File: src/rtl/hazard_unit_pkg.sv
// Shared types and constants for the pipeline hazard unit.
package hazard_unit_pkg;

    // MDU sequencing states
    typedef enum logic {
        IDLE     = 1'b0,
        MDU_BUSY = 1'b1
    } hazard_state_t;

    // Forwarding mux select encodings for the E-stage ALU operands
    localparam logic [1:0] FWD_REG = 2'b00;  // register file value
    localparam logic [1:0] FWD_W   = 2'b01;  // ResultW
    localparam logic [1:0] FWD_M   = 2'b10;  // ALUOutM

endpackage

File: src/rtl/hazard_unit_forward_mux_sel.sv
// Forwarding select for one E-stage source operand. M beats W; register 0 is
// hard-wired zero and is never forwarded.
module forward_mux_sel
    import hazard_unit_pkg::*;
#(
    parameter int REG_ADDR_W = 5
) (
    input  logic [REG_ADDR_W-1:0] src,
    input  logic [REG_ADDR_W-1:0] write_reg_m,
    input  logic                  reg_write_m,
    input  logic [REG_ADDR_W-1:0] write_reg_w,
    input  logic                  reg_write_w,
    output logic [1:0]            sel
);

    // Pick the youngest in-flight producer of src
    always_comb begin
        sel = FWD_REG;
        if (reg_write_m && (write_reg_m != '0) && (write_reg_m == src))
            sel = FWD_M;
        else if (reg_write_w && (write_reg_w != '0) && (write_reg_w == src))
            sel = FWD_W;
    end

endmodule

File: src/rtl/hazard_unit.sv
// Pipeline hazard unit: forwarding selects, load-use stall, M-stage redirect
// flushes and MDU stall sequencing with a watchdog.
// Optional build macro HAZARD_PERF_EN adds StallCycles/FlushEvents counters.
module hazard_unit
    import hazard_unit_pkg::*;
#(
    parameter int REG_ADDR_W     = 5,
    parameter int MDU_MAX_CYCLES = 64,
    parameter int PERF_W         = 32
) (
    input  logic                  clk,
    input  logic                  reset,
    input  logic [REG_ADDR_W-1:0] RsD,
    input  logic [REG_ADDR_W-1:0] RtD,
    input  logic [REG_ADDR_W-1:0] RsE,
    input  logic [REG_ADDR_W-1:0] RtE,
    input  logic [REG_ADDR_W-1:0] WriteRegE,
    input  logic [REG_ADDR_W-1:0] WriteRegM,
    input  logic [REG_ADDR_W-1:0] WriteRegW,
    input  logic                  RegWriteE,
    input  logic                  RegWriteM,
    input  logic                  RegWriteW,
    input  logic                  MemToRegE,
    input  logic                  branchM,
    input  logic                  ZeroM,
    input  logic                  jumpM,
    input  logic                  MduStartE,
    input  logic                  MduDoneE,
    output logic                  StallF,
    output logic                  StallD,
    output logic                  StallE,
    output logic                  FlushD,
    output logic                  FlushE,
    output logic                  FlushM,
    output logic [1:0]            ForwardAE,
    output logic [1:0]            ForwardBE,
    output logic                  PCSrcM,
    output logic                  MduKill,
    output logic                  MduTimeout
`ifdef HAZARD_PERF_EN
    ,
    output logic [PERF_W-1:0]     StallCycles,
    output logic [PERF_W-1:0]     FlushEvents
`endif
);

    localparam int              CNT_W   = $clog2(MDU_MAX_CYCLES + 1);
    localparam logic [CNT_W-1:0] CNT_MAX = CNT_W'(MDU_MAX_CYCLES);

    if (MDU_MAX_CYCLES < 2 || PERF_W < 1) begin : g_bad_cfg
        $error("hazard_unit: MDU_MAX_CYCLES must be >= 2 and PERF_W >= 1");
    end

    hazard_state_t    state, state_nxt;
    logic [CNT_W-1:0] cnt, cnt_nxt;
    logic             timeout_set;
    logic             stall_fd, stall_e, flush_d, flush_e, flush_m, kill;
    logic [1:0]       fwd_a, fwd_b;
    logic             pc_src, lwstall;

    // The load destination is RtE, so the E-stage write port is not consulted.
    logic unused_e_dest;
    assign unused_e_dest = ^{RegWriteE, WriteRegE};

    forward_mux_sel #(.REG_ADDR_W(REG_ADDR_W)) u_fwd_a (
        .src(RsE), .write_reg_m(WriteRegM), .reg_write_m(RegWriteM),
        .write_reg_w(WriteRegW), .reg_write_w(RegWriteW), .sel(fwd_a)
    );

    forward_mux_sel #(.REG_ADDR_W(REG_ADDR_W)) u_fwd_b (
        .src(RtE), .write_reg_m(WriteRegM), .reg_write_m(RegWriteM),
        .write_reg_w(WriteRegW), .reg_write_w(RegWriteW), .sel(fwd_b)
    );

    assign pc_src  = (branchM && ZeroM) || jumpM;
    assign lwstall = MemToRegE && (RtE != '0) && ((RtE == RsD) || (RtE == RtD));

    // Next-state and raw control: redirect > MDU start > load-use in IDLE.
    // On done or watchdog expiry the stalls drop so the MDU op leaves E.
    always_comb begin
        state_nxt   = state;
        cnt_nxt     = '0;
        stall_fd    = 1'b0;
        stall_e     = 1'b0;
        flush_d     = 1'b0;
        flush_e     = 1'b0;
        flush_m     = 1'b0;
        kill        = 1'b0;
        timeout_set = 1'b0;
        case (state)
            IDLE: begin
                if (pc_src) begin
                    flush_d = 1'b1;
                    flush_e = 1'b1;
                    flush_m = 1'b1;
                    kill    = MduStartE;
                end else if (MduStartE && !MduDoneE) begin
                    stall_fd  = 1'b1;
                    stall_e   = 1'b1;
                    flush_m   = 1'b1;
                    state_nxt = MDU_BUSY;
                    cnt_nxt   = CNT_W'(1);
                end else if (lwstall) begin
                    stall_fd = 1'b1;
                    flush_e  = 1'b1;
                end
            end
            MDU_BUSY: begin
                if (MduDoneE) begin
                    state_nxt = IDLE;
                end else if (cnt == CNT_MAX) begin
                    kill        = 1'b1;
                    timeout_set = 1'b1;
                    state_nxt   = IDLE;
                end else begin
                    stall_fd = 1'b1;
                    stall_e  = 1'b1;
                    flush_m  = 1'b1;
                    cnt_nxt  = cnt + CNT_W'(1);
                end
            end
            default: state_nxt = IDLE;
        endcase
    end

    // State, busy counter and sticky watchdog flag
    always_ff @(posedge clk) begin
        if (reset) begin
            state      <= IDLE;
            cnt        <= '0;
            MduTimeout <= 1'b0;
        end else begin
            state <= state_nxt;
            cnt   <= cnt_nxt;
            if (timeout_set) MduTimeout <= 1'b1;
        end
    end

    // While reset is high, hold the pipeline in bubbles with no side effects
    always_comb begin
        StallF    = !reset && stall_fd;
        StallD    = !reset && stall_fd;
        StallE    = !reset && stall_e;
        FlushD    = reset || flush_d;
        FlushE    = reset || flush_e;
        FlushM    = reset || flush_m;
        ForwardAE = reset ? FWD_REG : fwd_a;
        ForwardBE = reset ? FWD_REG : fwd_b;
        PCSrcM    = !reset && pc_src;
        MduKill   = !reset && kill;
    end

`ifdef HAZARD_PERF_EN
    // Saturating event counters
    always_ff @(posedge clk) begin
        if (reset) begin
            StallCycles <= '0;
            FlushEvents <= '0;
        end else begin
            if ((StallF || StallD || StallE) && (StallCycles != '1))
                StallCycles <= StallCycles + PERF_W'(1);
            if (PCSrcM && (FlushEvents != '1))
                FlushEvents <= FlushEvents + PERF_W'(1);
        end
    end
`endif

endmodule

File: config.mk
export PLATFORM = sky130hd
export DESIGN_NAME = hazard_unit
export DESIGN_NICKNAME = d
export VERILOG_FILES = /design/src/rtl/hazard_unit_pkg.sv /design/src/rtl/hazard_unit_forward_mux_sel.sv /design/src/rtl/hazard_unit.sv
export SDC_FILE = /design/constraint.sdc
export NUM_CORES = 1
export LEC_CHECK = 0
export CORE_ASPECT_RATIO = 0.9
export CORE_MARGIN = 4
export CORE_UTILIZATION = 36
export CTS_BUF_LIST = sky130_fd_sc_hd__clkbuf_16
export CTS_CLUSTER_SIZE = 40
export DETAILED_ROUTE_END_ITERATION = 16
export PLACE_DENSITY = 0.88
export SETUP_SLACK_MARGIN = 0.1
export SLEW_MARGIN = 10
export SYNTH_ARGS = -nofsm -noshare
export SYNTH_HDL_FRONTEND = slang
export SYNTH_SLANG_ARGS = --single-unit
File: constraint.sdc
create_clock -name clk -period 2.4 [get_ports clk]
set_input_delay 0.48 -clock clk [delete_from_list [all_inputs] [get_ports clk]]
set_output_delay 0.48 -clock clk [all_outputs]
set_load 0.01 [all_outputs]
# Yosys cells after proc, flatten, opt, wreduce, memory -nomap -nowiden

Cells that the tools add are included.

Register bits: 9
Bits in latches: 0
RAM bits: 0
ROM bits: 0
Input bits: 46
Output and inout bits: 13
Logic and storage cells: 68
Memories kept: 0

Add/subtract/negate cells: 1
Multiply operators: 0
Divide/modulo/power cells: 0
Magnitude comparators: 0
Eq/ne operators: 7
Shift operators: 0
Multiplexer cells: 32
Bitwise logic cells: 1
Reduce and logical (&&, ||, !) cells: 24

Operators by type and width:

| kind                | number |
|---|---|
| $eq 5x5->1          | 6 |
| $mux 1              | 21 |
| $reduce_bool 5->1   | 3 |
| $logic_and 1x1->1   | 14 |
| $mux 7              | 2 |
| $pmux 7 s2          | 1 |
| $mux 2              | 4 |
| $pmux 1 s2          | 4 |
| $add 7x1->7 const B | 1 |
| $eq 7x7->1 const B  | 1 |
| $logic_or 1x1->1    | 5 |
| $logic_not 1->1     | 2 |
| $not 1->1           | 1 |

# Logic depth before layout (Yosys ltp)

Word-level depth: 8
Gate-level depth with buffers: 7

# By module

Synthesis repeated with hierarchy kept, for this count alone.

Cells, all modules: 118
Area total of the unflattened synthesis: 923.4 um^2

Modules (own cells, without submodules):

| module          | instances | cells each | area an instance (um^2) |
|---|---|---|---|
| hazard_unit     | 1         | 78         | 620.6 |
| forward_mux_sel | 2         | 20         | 151.4 |

# Worst setup path after synthesis

No wires, ideal clock.

Path kind: in2out
Start: input port RtE[3]
End: output port StallF
Arrival time: 1.726 ns
Required time: 1.920 ns
Path slack: 0.194 ns
Stages: 6
Cell sequence: clkbuf_1 xor2_1 nor3_1 a22oi_1 o31ai_1 buf_4

Cells in the longest elaborated chain, start to end: 8

RTL lines:

| what                                                  | RTL line           | source |
|---|---|---|
| start: declaration                                    | hazard_unit.sv:16  | `input logic [REG_ADDR_W-1:0] RtE,` |
| $eq 5x5->1 or $reduce_bool 5->1 (tied branches)       | hazard_unit.sv:76  | `assign lwstall = MemToRegE && (RtE != '0) && ((RtE == RsD) \|\| (RtE == RtD));` |
| $logic_or 1x1->1 or $logic_and 1x1->1 (tied branches) | hazard_unit.sv:76  |  |
| $logic_and 1x1->1 *                                   | hazard_unit.sv:76  |  |
| $mux 1 *                                              | hazard_unit.sv:103 | `end else if (lwstall) begin` |
| $mux 1 *                                              | hazard_unit.sv:97  | `end else if (MduStartE && !MduDoneE) begin` |
| $mux 1 *                                              | hazard_unit.sv:92  | `if (pc_src) begin` |
| $pmux 1 s2 *                                          | hazard_unit.sv:90  | `case (state)` |
| $logic_and 1x1->1 *                                   | n/a                |  |
| end: declaration                                      | hazard_unit.sv:29  | `output logic StallF,` |

Every way passes the cells marked *; elsewhere a longest branch is shown, timed or not.

# Worst setup path in the final report

Start: input port WriteRegM[2]
End: output port ForwardBE[0]

Cells in the longest elaborated chain, start to end: 5

RTL lines:

| what                | RTL line                          | source |
|---|---|---|
| start: declaration  | hazard_unit.sv:18                 | `input logic [REG_ADDR_W-1:0] WriteRegM,` |
| $reduce_bool 5->1   | hazard_unit_forward_mux_sel.sv:19 | `if (reg_write_m && (write_reg_m != '0) && (write_reg_m == src))` |
| $logic_and 1x1->1   | hazard_unit_forward_mux_sel.sv:19 |  |
| $logic_and 1x1->1 * | hazard_unit_forward_mux_sel.sv:19 |  |
| $mux 2 *            | hazard_unit_forward_mux_sel.sv:19 |  |
| $mux 2 *            | hazard_unit.sv:148                | `ForwardBE = reset ? FWD_REG : fwd_b;` |
| end: declaration    | hazard_unit.sv:36                 | `output logic [1:0] ForwardBE,` |

Marks and branches as above.

==> reports/metrics.yaml <==
outcome: "complete, no violations"
nets: 244
finalSetupViolCount: 0
grt_antenna_before_repair: 0
tns_ps: 0
hold_path.class: "reg -> reg"
nFillCells: 137
drt_iter0_drc: 27
clock_skew_ps: 0.558
critPathKind: "in -> out"
ys_types: 29
clock.fmax_ghz: 0.425
synthesis.instances: 115
grt_setup_unrepaired: "yes"
viasPerCell: 5.37
die_width_um: 60.7
yosys-top-cells-area: "xor2_1 (21%), dfxtp_1 (20%), xnor2_1 (13%)"
grt_pass1_wl_mm: 5.66
reg2reg_depth: 9
cp_max_fo: 3
ys_ff_latch: 9
die-area_mm2: 0.00336
drc: 0
synth.most_common_cell: "xor2_1"
p_leak_uw: 0.000824
fp-row-count: 16
fin_util_pct: 77.1
worst_path_largest_cell_delay_ps: 550
cts_buffer_depth: 2
yosys.area.top_type_share_pct: 21.4
critPathCaptureType: "output port"
grt_pass1_vias: 1355
cts_num_sinks: 9
routedWlPerCell_um: 18.1
period_share_pct: 98.1
total_power_uw: 680
syn-num-nets: 163
maxCapViolCount: 0
htree_num_levels: 1
synth-edff-count: 0
drt_first_pass_iters: 4
crit_path_cell_trace: "buf_6, or4_4, o21ai_4, nor3_4, nor4_4, buf_2"
ant_nets: 0
die_h_um: 55.4
area.growth.synth_to_final_pct: 95.5
overflow: 0
place.gp.congestion: 1.07
synthArstFlopShare_pct: 0
yosys_warnings: 0
synth_seq_area_share_pct: 20.0
start_util_pct: 39.4
cts_tree: "yes"
cts.reportedPaths.clkPinSlew_ps: 40
cts_buffers: 3
top_level_ports: 59
clock_tree.root_cell: "clkbuf_16"
hpwlAfterDp_mm: 2.58
yosys-top-cells-count: "xor2_1 (22), xnor2_1 (13), nor2_1 (12)"
maxSlewViolCount: 0
drive_gt1_share_pct: 44.1
worst_pin_slew_ps: 366
portBuffers: 52
grt_max_degree: 8
antenna_cells: 0
cp_slowest_cell: "or4_4"
syn_area_per_cell_um2: 7.82
p_per_area_mw_per_mm2: 387
relSlewSlack_pct: 75.6
required_ps: 1920
netlist_area_um2: 900
core_mm2: 0.00228
worst-endpoint-arrival_ps: 1870
yosysTopAreaCell: "xor2_1"
worstSkewPairLatency_ps: 240
synth-main-ff-cell: "dfxtp_1"
peakVddDrop_mv: 0.486
min_path_cells: 2
period_needed_ps: 2350
cp-start-kind: "input port"
vias: 1193
ctsHoldBuffers: 0
finalWirelength_mm: 4.01
grtUsageTotal_pct: 21.8
hold_violations: 0
layer usage:
metal	track usage [%]	routed length (µm)
met5	0	0
met4	14.2	200
met3	4.66	296
met2	38.3	1990
met1	22.0	1530
sequential cells by signal, summed over array words and instances, names as in the netlist:
register / count
cnt: 7
MduTimeout: 1
state: 1
through the flow:
| stage | setup slack (ps) | std cells | area (µm²) | hold WS [ps] |
|---|---|---|---|---|
| 6_report | 46.7 | 222 | 1760 | 492 |
| 2_1_floorplan | 194 | 115 | 900 | 446 |
| 4_1_cts | 54.7 | 218 | 1740 | 448 |
| 3_3_place_gp | -614 | 211 | 1610 | 443 |
| 5_1_grt | -18.6 | 222 | 1760 | 511 |
| 3_5_place_dp | -684 | 211 | 1610 | 442 |
critical path, delay by kind of cell:
family	cells	cell delay (ps)
buf+inv	2	270
compound gates	1	210
simple gates	3	900
cell usage in the layout, fill, tap and decap left out, drive strengths merged:
master / instances
a22oi: 1
nor2b: 3
xnor2: 13
nor4: 4
and3: 2
a2111o: 1
buf: 47
nand3: 4
clkdlybuf4s15: 4
nand3b: 1
ha: 2
or4b: 1
inv: 8
dlymetal6s2s: 6
o21ai: 3
or3b: 1
clkdlybuf4s50: 13
o31ai: 2
or4: 5
dfxtp: 9
xor2: 22
a21oi: 4
a211o: 1
clkbuf: 13
nand2: 3
dlygate4sd2: 4
nand4bb: 1
nor3: 5
nor2: 12
timing repair:
item	in CTS	in global routing
setup endpoints to repair	11	9
resized for setup	110	35
pin swaps	16	14
setup buffers	3	4
power by group:
part	total (µW)	switching [µW]	internal, µW
combinational	233	108	125
sequential	152	0.814	151
clock	295	77.3	218
logic make-up (layout without fill, tap and decap cells):
family | Yosys count | in the layout | synth area share (%)
buffers and inverters | 15 | 95 | 6.82
flip-flops | 9 | 9 | 20.0
AO/OA/AOI/OAI | 12 | 12 | 9.04
XOR/XNOR | 35 | 35 | 34.1
adder cells (fa/ha/maj) | 2 | 2 | 2.78
AND/OR/NAND/NOR | 42 | 42 | 27.3
final cells by class:
| cell class | instances | area [µm²] | area share, % |
|---|---|---|---|
| Clock inverter | 1 | 3.75 | 0.213 |
| Tap cell | 27 | 33.8 | 1.92 |
| Multi-Input combinational cell | 91 | 754 | 42.9 |
| Inverter | 7 | 26.3 | 1.49 |
| Clock buffer | 3 | 75.1 | 4.27 |
| Sequential cell | 9 | 183 | 10.4 |
| Timing Repair Buffer | 84 | 683 | 38.8 |
path summary, 6_finish.rpt:
path / slack [ps] / startpoint / to
setup / recovery: 50 / WriteRegM[2] / ForwardBE[0]
hold / removal: 490 / MduTimeout / MduTimeout
setup reg to reg: 590 / cnt[1] / cnt[0]
hold reg to reg: 490 / MduTimeout / MduTimeout
Power figures use the tool's default switching activity.
